**src/rtl/key_pkg.sv**
```systemverilog
// Shared types and pin polarity for the push-button debouncer.
package key_pkg;

   typedef enum logic [1:0] {
      S_IDLE = 2'd0,
      S_PDEB = 2'd1,
      S_HELD = 2'd2,
      S_RDEB = 2'd3
   } key_state_t;

   localparam logic KEY_PRESSED = 1'b0;

   function automatic logic key_is_pressed(input logic pin);
      return pin == KEY_PRESSED;
   endfunction

endpackage

```
**src/rtl/key_sync.sv**
```systemverilog
// Two-flop synchronizer for the raw key pin; resets to the released level (1).
module key_sync (
   input  logic i_clk,
   input  logic i_rst,
   input  logic i_d,
   output logic o_q
);

   logic meta_q;
   logic sync_q;

   always_ff @(posedge i_clk) begin
      if (i_rst) begin
         meta_q <= 1'b1;
         sync_q <= 1'b1;
      end else begin
         meta_q <= i_d;
         sync_q <= meta_q;
      end
   end

   assign o_q = sync_q;

endmodule

```
**src/rtl/key_debouncer.sv**
```systemverilog
// Debounces one active-low push-button into press/release/long-press pulses plus a level.
// Define KEY_AUTOREPEAT_EN to repeat o_press every REPEAT_CYCLES after a long press.
module key_debouncer
   import key_pkg::*;
#(
   parameter int unsigned DEB_CYCLES    = 50_000,
   parameter int unsigned LONG_CYCLES   = 25_000_000,
   parameter int unsigned REPEAT_CYCLES = 5_000_000
) (
   input  logic i_clk,
   input  logic i_rst,
   input  logic i_key_n,
   output logic o_press,
   output logic o_release,
   output logic o_long,
   output logic o_level
);

   localparam int unsigned DEB_W  = $clog2(DEB_CYCLES);
   localparam int unsigned HOLD_W = $clog2(LONG_CYCLES + 1);

   localparam logic [DEB_W-1:0]  DEB_LAST  = DEB_W'(DEB_CYCLES - 1);
   localparam logic [HOLD_W-1:0] HOLD_LAST = HOLD_W'(LONG_CYCLES - 1);
   localparam logic [HOLD_W-1:0] HOLD_SAT  = HOLD_W'(LONG_CYCLES);

   // Elaboration-time guards on the counter ranges
   if (DEB_CYCLES < 2) begin : g_chk_deb
      $error("key_debouncer: DEB_CYCLES must be >= 2");
   end
   if (LONG_CYCLES <= DEB_CYCLES) begin : g_chk_long
      $error("key_debouncer: LONG_CYCLES must exceed DEB_CYCLES");
   end
   if (REPEAT_CYCLES < 2) begin : g_chk_rep
      $error("key_debouncer: REPEAT_CYCLES must be >= 2");
   end

   logic sync_key;
   logic pk;

   key_state_t        state_q, state_d;
   logic [DEB_W-1:0]  deb_q, deb_d;
   logic [HOLD_W-1:0] hold_q, hold_d;
   logic              press_q, press_d;
   logic              release_q, release_d;
   logic              long_q, long_d;
   logic              level_q, level_d;

`ifdef KEY_AUTOREPEAT_EN
   localparam int unsigned REP_W = $clog2(REPEAT_CYCLES);
   localparam logic [REP_W-1:0] REP_LAST = REP_W'(REPEAT_CYCLES - 1);
   logic [REP_W-1:0] rep_q, rep_d;
`endif

   key_sync u_sync (
      .i_clk (i_clk),
      .i_rst (i_rst),
      .i_d   (i_key_n),
      .o_q   (sync_key)
   );

   assign pk = key_is_pressed(sync_key);

   // Next-state, counter and pulse logic
   always_comb begin
      state_d   = state_q;
      deb_d     = deb_q;
      hold_d    = hold_q;
      press_d   = 1'b0;
      release_d = 1'b0;
      long_d    = 1'b0;
`ifdef KEY_AUTOREPEAT_EN
      rep_d     = rep_q;
`endif
      unique case (state_q)
         S_IDLE: begin
            if (pk) begin
               state_d = S_PDEB;
               deb_d   = '0;
            end
         end
         S_PDEB: begin
            if (!pk) begin
               state_d = S_IDLE;
               deb_d   = '0;
            end else if (deb_q == DEB_LAST) begin
               state_d = S_HELD;
               deb_d   = '0;
               hold_d  = '0;
               press_d = 1'b1;
`ifdef KEY_AUTOREPEAT_EN
               rep_d   = '0;
`endif
            end else begin
               deb_d = deb_q + DEB_W'(1);
            end
         end
         S_HELD: begin
            if (!pk) begin
               state_d = S_RDEB;
               deb_d   = '0;
            end else if (hold_q == HOLD_LAST) begin
               hold_d = HOLD_SAT;
               long_d = 1'b1;
`ifdef KEY_AUTOREPEAT_EN
               rep_d  = '0;
`endif
            end else if (hold_q != HOLD_SAT) begin
               hold_d = hold_q + HOLD_W'(1);
            end
`ifdef KEY_AUTOREPEAT_EN
            else if (rep_q == REP_LAST) begin
               press_d = 1'b1;
               rep_d   = '0;
            end else begin
               rep_d = rep_q + REP_W'(1);
            end
`endif
         end
         S_RDEB: begin
            // A re-press here is release bounce: resume the hold without a new press
            if (pk) begin
               state_d = S_HELD;
               deb_d   = '0;
            end else if (deb_q == DEB_LAST) begin
               state_d   = S_IDLE;
               deb_d     = '0;
               release_d = 1'b1;
            end else begin
               deb_d = deb_q + DEB_W'(1);
            end
         end
         default: begin
            state_d = S_IDLE;
            deb_d   = '0;
         end
      endcase
      level_d = (state_d == S_HELD) || (state_d == S_RDEB);
   end

   always_ff @(posedge i_clk) begin
      if (i_rst) begin
         state_q   <= S_IDLE;
         deb_q     <= '0;
         hold_q    <= '0;
         press_q   <= 1'b0;
         release_q <= 1'b0;
         long_q    <= 1'b0;
         level_q   <= 1'b0;
`ifdef KEY_AUTOREPEAT_EN
         rep_q     <= '0;
`endif
      end else begin
         state_q   <= state_d;
         deb_q     <= deb_d;
         hold_q    <= hold_d;
         press_q   <= press_d;
         release_q <= release_d;
         long_q    <= long_d;
         level_q   <= level_d;
`ifdef KEY_AUTOREPEAT_EN
         rep_q     <= rep_d;
`endif
      end
   end

   assign o_press   = press_q;
   assign o_release = release_q;
   assign o_long    = long_q;
   assign o_level   = level_q;

endmodule

```
**config.mk**
```make
export PLATFORM = sky130hd
export DESIGN_NAME = key_debouncer
export DESIGN_NICKNAME = d
export VERILOG_FILES = /design/src/rtl/key_pkg.sv /design/src/rtl/key_sync.sv /design/src/rtl/key_debouncer.sv
export SDC_FILE = /design/constraint.sdc
export NUM_CORES = 1
export LEC_CHECK = 0
export BUFFER_PORTS_ARGS = -buffer_cell sky130_fd_sc_hd__buf_2
export CAP_MARGIN = 40
export CORE_ASPECT_RATIO = 0.6
export CORE_MARGIN = 10
export CORE_UTILIZATION = 28
export CTS_CLUSTER_DIAMETER = 40
export DETAILED_ROUTE_END_ITERATION = 10
export PLACE_DENSITY = 0.48
export REMOVE_ABC_BUFFERS = 1
export SYNTH_ARGS = -nofsm -noshare
export SYNTH_HDL_FRONTEND = slang
export SYNTH_SLANG_ARGS = --single-unit
```
**constraint.sdc**
```tcl
create_clock -name i_clk -period 2 [get_ports i_clk]
set_input_delay 0.6 -clock i_clk [delete_from_list [all_inputs] [get_ports i_clk]]
set_output_delay 0.6 -clock i_clk [all_outputs]
set_load 0.02 [all_outputs]
```
Word level (Yosys, flattened, before mapping)
Index checks and enable logic that the tools add are counted.
{"block": "totals", "reg_bits": 49, "latch_bits": 0, "mem_bits_rw": 0, "rom_bits": 0, "in_bits": 3, "output_inout_bits": 4, "wordCells": 58, "memories": 0}
{"block": "op_classes", "n_addsub": 2, "multipliers": 0, "div": 0, "order_cmp": 0, "eq_ne": 14, "shifts": 0, "mux": 21, "bitwise_logic": 4, "n_reduce_logical": 8}
{"cell": "25-bit 2-to-1 mux", "n": 5}
{"cell": "16-bit 2-to-1 mux", "n": 5}
{"cell": "16-bit case mux with 4 select lines", "n": 1}
{"cell": "25-bit case mux with 2 select lines", "n": 1}
{"cell": "25-bit by 1-bit adder with 25-bit output (second input constant)", "n": 1}
{"cell": "25-bit equality test (second input constant)", "n": 1}
{"cell": "25-bit inequality test (second input constant)", "n": 1}
{"cell": "16-bit by 1-bit adder with 16-bit output (second input constant)", "n": 1}
{"cell": "16-bit equality test (second input constant)", "n": 1}
{"cell": "2-bit 2-to-1 mux", "n": 6}
{"cell": "3-bit OR reduction", "n": 3}
{"cell": "2-bit equality test (second input constant)", "n": 4}
{"cell": "2-bit inequality test (second input constant)", "n": 4}
{"cell": "2-bit case mux with 4 select lines", "n": 1}
{"cell": "5-bit AND reduction", "n": 1}
{"cell": "1-bit inverter", "n": 4}
{"cell": "3-bit inequality test (second input constant)", "n": 1}
{"cell": "2-bit by 1-bit equality test with 1-bit output (second input constant)", "n": 1}
{"cell": "2-bit zero test", "n": 1}
{"cell": "1-bit 2-to-1 mux", "n": 2}
{"cell": "2-bit by 1-bit inequality test with 1-bit output (second input constant)", "n": 1}
{"cell": "2-bit AND reduction", "n": 1}
{"cell": "2-bit nonzero test", "n": 1}
{"cell": "1-bit logical OR", "n": 1}

Logic depth before layout (Yosys ltp)
{"block": "logic_depth", "depth_word": 6, "depth_mapped": 9, "depth_no_buf": 8}

By module
Synthesis repeated with hierarchy kept, for this count alone.
{"block": "unflattened", "cells_unflattened": 319, "area_unflattened_um2": 2531.2}
{"mod": "key_debouncer", "n_inst": 1, "cells_per_inst": 315, "area_each_um2": 2478.6, "seq_area_each_um2": 940.9}
{"mod": "key_sync", "n_inst": 1, "cells_per_inst": 4, "area_each_um2": 52.6, "seq_area_each_um2": 40.0}

Worst setup path before layout
OpenSTA, ideal clock, no wires.
{"block": "synth_timing", "kind": "input to register", "from": "input i_rst", "to": "register hold_q[11]", "setup_ps": 64, "arrival_ps": 1962, "setup_slack_ps": -27, "path_stages": 8, "n_path_buf": 2, "cell_sequence": "clkbuf_1 or3b_2 nor2_1 o31ai_2 buf_2 o21ai_0 nor2_1 nor2_1"}
{"element": "start, declared", "line_no": "key_debouncer.sv:11", "source": "input logic i_rst,"}
{"element": "end signal, assigned", "line_no": "key_debouncer.sv:155", "source": "hold_q <= hold_d;"}
{"element": "end, declared", "line_no": "key_debouncer.sv:42", "source": "logic [HOLD_W-1:0] hold_q, hold_d;"}

Final worst setup path
{"block": "layout_timing", "from": "register hold_q[21]", "to": "register hold_q[13]"}
{"block": "layout_via", "elab_chain_cells": 4, "elab_cells_between_ends": 7, "cone_classes": "eq/ne: 3; mux: 3; reduce/logical: 1"}
{"element": "25-bit equality test", "line_no": "key_debouncer.sv:101", "source": "end else if (hold_q == HOLD_LAST) begin"}
{"element": "25-bit 2-to-1 mux", "line_no": "key_debouncer.sv:101"}
{"element": "25-bit 2-to-1 mux", "line_no": "key_debouncer.sv:98", "source": "if (!pk) begin"}
{"element": "25-bit case mux with 2 select lines", "line_no": "key_debouncer.sv:74", "source": "unique case (state_q)"}
Several ways; a longest one is shown, not always the timed one. The select of a mux whose other input is x is not followed.
A chain may end at the register's enable or synchronous reset.

==> results by group <==
Cells and area
  – Share of layout cells above drive strength 1: 34.46%
  – Most common cell after layout, fill and taps aside: buf_4
  – # diodes: 0
  – Final net count: 388
  – Post-route cell area: between 3000 and 4000 um^2
  – Final instance count without filler cells: approximately 500
  – Fill count: 851
  – Final Core Density: 40.62%
  – Most frequent cells in the layout: buf_4, dfxtp_1, nor2_1
  – Area grow syn2layout: 38.98%

STA
  – Max Clock Freq: just under 0.5 GHz
  – Slew Limit Fails: 0
  – Max transition margin: between 60% and 70%
  – Final setup margin: -0.04653 ns
  – Worst slew pin tran: between 0.5 and 0.6 ns
  – Crit path time final: 2.047 ns
  – Final period util: 102.3%
  – Final hold slack: 0.4239 ns
  – RSZ-0062 raised after global routing: yes
  – Final setup violating endpoints: 21
  – Sum Neg Setup Slack: -0.5784 ns
  – Final hold vios: 0
  – Layout Skew: around 0.012 ns

Placement
  – Placed instance area: 3095 um^2
  – Post-Place Cells: 480
  – DP HPWL: 5.146 mm
  – Routability cong.: 0.8521
  – Post-place setup slack: -0.1922 ns
  – Port Buffers: 6

Worst setup path
  – Launch point of the worst path: hold_q[21]
  – Cells on worst reg2reg path: 8
  – CP endpoint: hold_q[13]
  – Reg-to-Reg End: hold_q[13]
  – Critical path class: reg -> reg
  – Element type at the critical path end: flip-flop
  – Worst Setup Start Kind: flip-flop
  – Worst EP arrival: 2.29 ns
  – Maximum fanout along the worst path: 6
  – Critical path required time: 2.24 ns
  – R2r startpoint: hold_q[21]
  – Reg2reg setup slack: -0.05 ns

Synth
  – Share of synthesized registers carrying an async set or reset: 0%
  – Cells after synthesis: 311
  – Synth Area in Adders: 1.490%
  – Cell variety after synth: 48
  – Compound-Gate Fraction of Synth Area: 21.40%
  – Post-synthesis mux area share: 0%
  – FF+latch count, synth: 49
  – Ys flop type: dfxtp_1
  – Post-synth EDFFs: 0
  – Synth Area in XOR/XNOR: 3.128%
  – Synth Warn #: 0
  – Post-Syn Area per Cell: 8.103 um^2
  – Post-Synth Simple-Gate Area: 30.54%
  – Largest family of logic cells by synthesized area: simple AND/OR/NAND/NOR gates
  – Sequential area share after synthesis: 38.93%
  – Area of the mapped netlist: between 2000 and 3000 um^2

Detailed routing
  – Routed wire length: 7.002 mm
  – Via count: 2434
  – Vias per cell: between 4 and 5
  – Routed Antenna Nets: 0
  – Iteration-0 DRC count of the detailed router: 162
  – DRT Pass-1 Iters: 4
  – Drc violations: 0
  – Routed WL per cell: 14.15 um

Hold path
  – Type of the worst min-delay path: reg -> reg

Pwr
  – Overall Power: 1.946 mW
  – Pwr Density: 555.5 nW/um^2
  – Leakage: 1.329 nW
  – Peak supply drop: 0.3587 mV

CTS
  – Longest Clk Path Bufs: 2
  – Worst-Skew Late Latency: 0.30 ns
  – CTS Buf Count: 5
  – Root Driver: clkbuf_16
  – H-tree Lvls: 2
  – Clock sinks: 49
  – CTS tree: built
  – CTS clk-pin slew, worst paths: 0.08 ns

Flow run
  – Max-cap viol count: 0

Global route
  – First-pass GRT wire length: around 11 mm
  – Pin count of the biggest net entering global routing: 19
  – Initial antenna violation count: 0
  – Vias in the first global route: 2155
  – Total GRT Usage: 10.60%
  – Total global routing overflow: 0

Status
  – Failing checks: negative setup slack
  – Status: finished with violations

Die
  – Die X: 142.5 um
  – CORE AREA: around 8600 um^2
  – Die area: 13320 um^2
  – Die extent in y: 93.49 um
  – Starting Density: 29.23%
  – # IOs: 7
  – Std cell rows: 26
[flip-flops by register name (all words and copies together), names as in the netlist]
signal and cells:
o_press 1, o_release 1, hold_q 25, deb_q 16, o_level 1, u_sync.meta_q 1, state_q 2, u_sync.o_q 1
o_long 1
[synthesized netlist by cell type, types with 4 or more instances]
cell | instances | share of area [%]
a31oi_1 | 9 | 2.2
a21oi_1 | 20 | 4.0
nor2b_1 | 4 | 0.99
nand3_1 | 12 | 2.4
nor3_1 | 9 | 1.8
or2_2 | 4 | 0.99
xor2_1 | 5 | 1.7
o21ai_0 | 24 | 4.8
inv_1 | 11 | 1.6
buf_2 | 4 | 0.79
o21ai_1 | 11 | 2.2
xnor2_1 | 4 | 1.4
nand2_1 | 24 | 3.6
dfxtp_1 | 49 | 39
nand4_1 | 12 | 3.0
and3_1 | 6 | 1.5
nor2_1 | 40 | 6.0
a311oi_1 | 4 | 1.4
nor4_1 | 4 | 0.99
and2_1 | 6 | 1.5
[critical path: stages, from the launching register on]
cell and delay [ns]:
dfxtp_1 0.37, and4_2 0.30, nand4_1 0.12, buf_6 0.15, or3_4 0.41, a31oi_4 0.30
clkbuf_16 0.21, nor2_1 0.04, nor2_1 0.08
[metal layers]
layer	wire (um)	share of wire, %	track usage, %	vias up
li1	-	-	-	1284
met1	4167	60	16.64	1117
met2	2532	36	12.80	24
met3	210	3.0	3.030	9
met4	91	1.3	3.440	0
met5	0	0	0	-
[report_power, final]
group | internal [mW] | leakage, nW | switching, mW | total, mW
Combinational | 0.0249 | 0.856 | 0.0384 | 0.0633
Sequential | 0.977 | 0.397 | 0.00290 | 0.980
Clock | 0.480 | 0.0763 | 0.422 | 0.902
[cell families (layout without fill, tap and decap cells)]
kind of cell	Yosys count	in the layout
simple gates	143	143
compound gates	85	85
flops	49	49
buf+inv	22	94
xor+xnor	9	9
fa+ha+maj	3	3
[layout make-up]
cell class | count | area, um^2 | area share (%)
clock buffer | 5 | 125.1 | 3.573
clock inverter | 3 | 28.78 | 0.8217
multi-input combinational | 240 | 1582 | 45.16
sequential | 49 | 984.7 | 28.12
inverter | 11 | 41.29 | 1.179
tap | 112 | 140.1 | 4.001
timing repair buffer | 75 | 600.6 | 17.15
[timing repair]
item                                    4_1_cts  5_1_grt
gates resized for setup                      11       46
buffers inserted                              1        5
endpoints found under the setup margin       25       23
pin swaps                                     2       21
cloned                                        0        1
endpoints found under the hold margin         0        0
hold buffers                                  0        0
[worst min path at each step]
| stage | start | endpoint | cells past startpoint |
|---|---|---|---|
| 3_3_place_gp | u_sync.meta_q | u_sync.o_q | 1 |
| 6_report | u_sync.meta_q | u_sync.o_q | 1 |
| 3_5_place_dp | u_sync.meta_q | u_sync.o_q | 1 |
| 2_1_floorplan | u_sync.meta_q | u_sync.o_q | 1 |
| 5_1_grt | u_sync.meta_q | u_sync.o_q | 1 |
| 4_1_cts | u_sync.meta_q | u_sync.o_q | 1 |
Note: power is estimated with default switching activity, not from simulation.
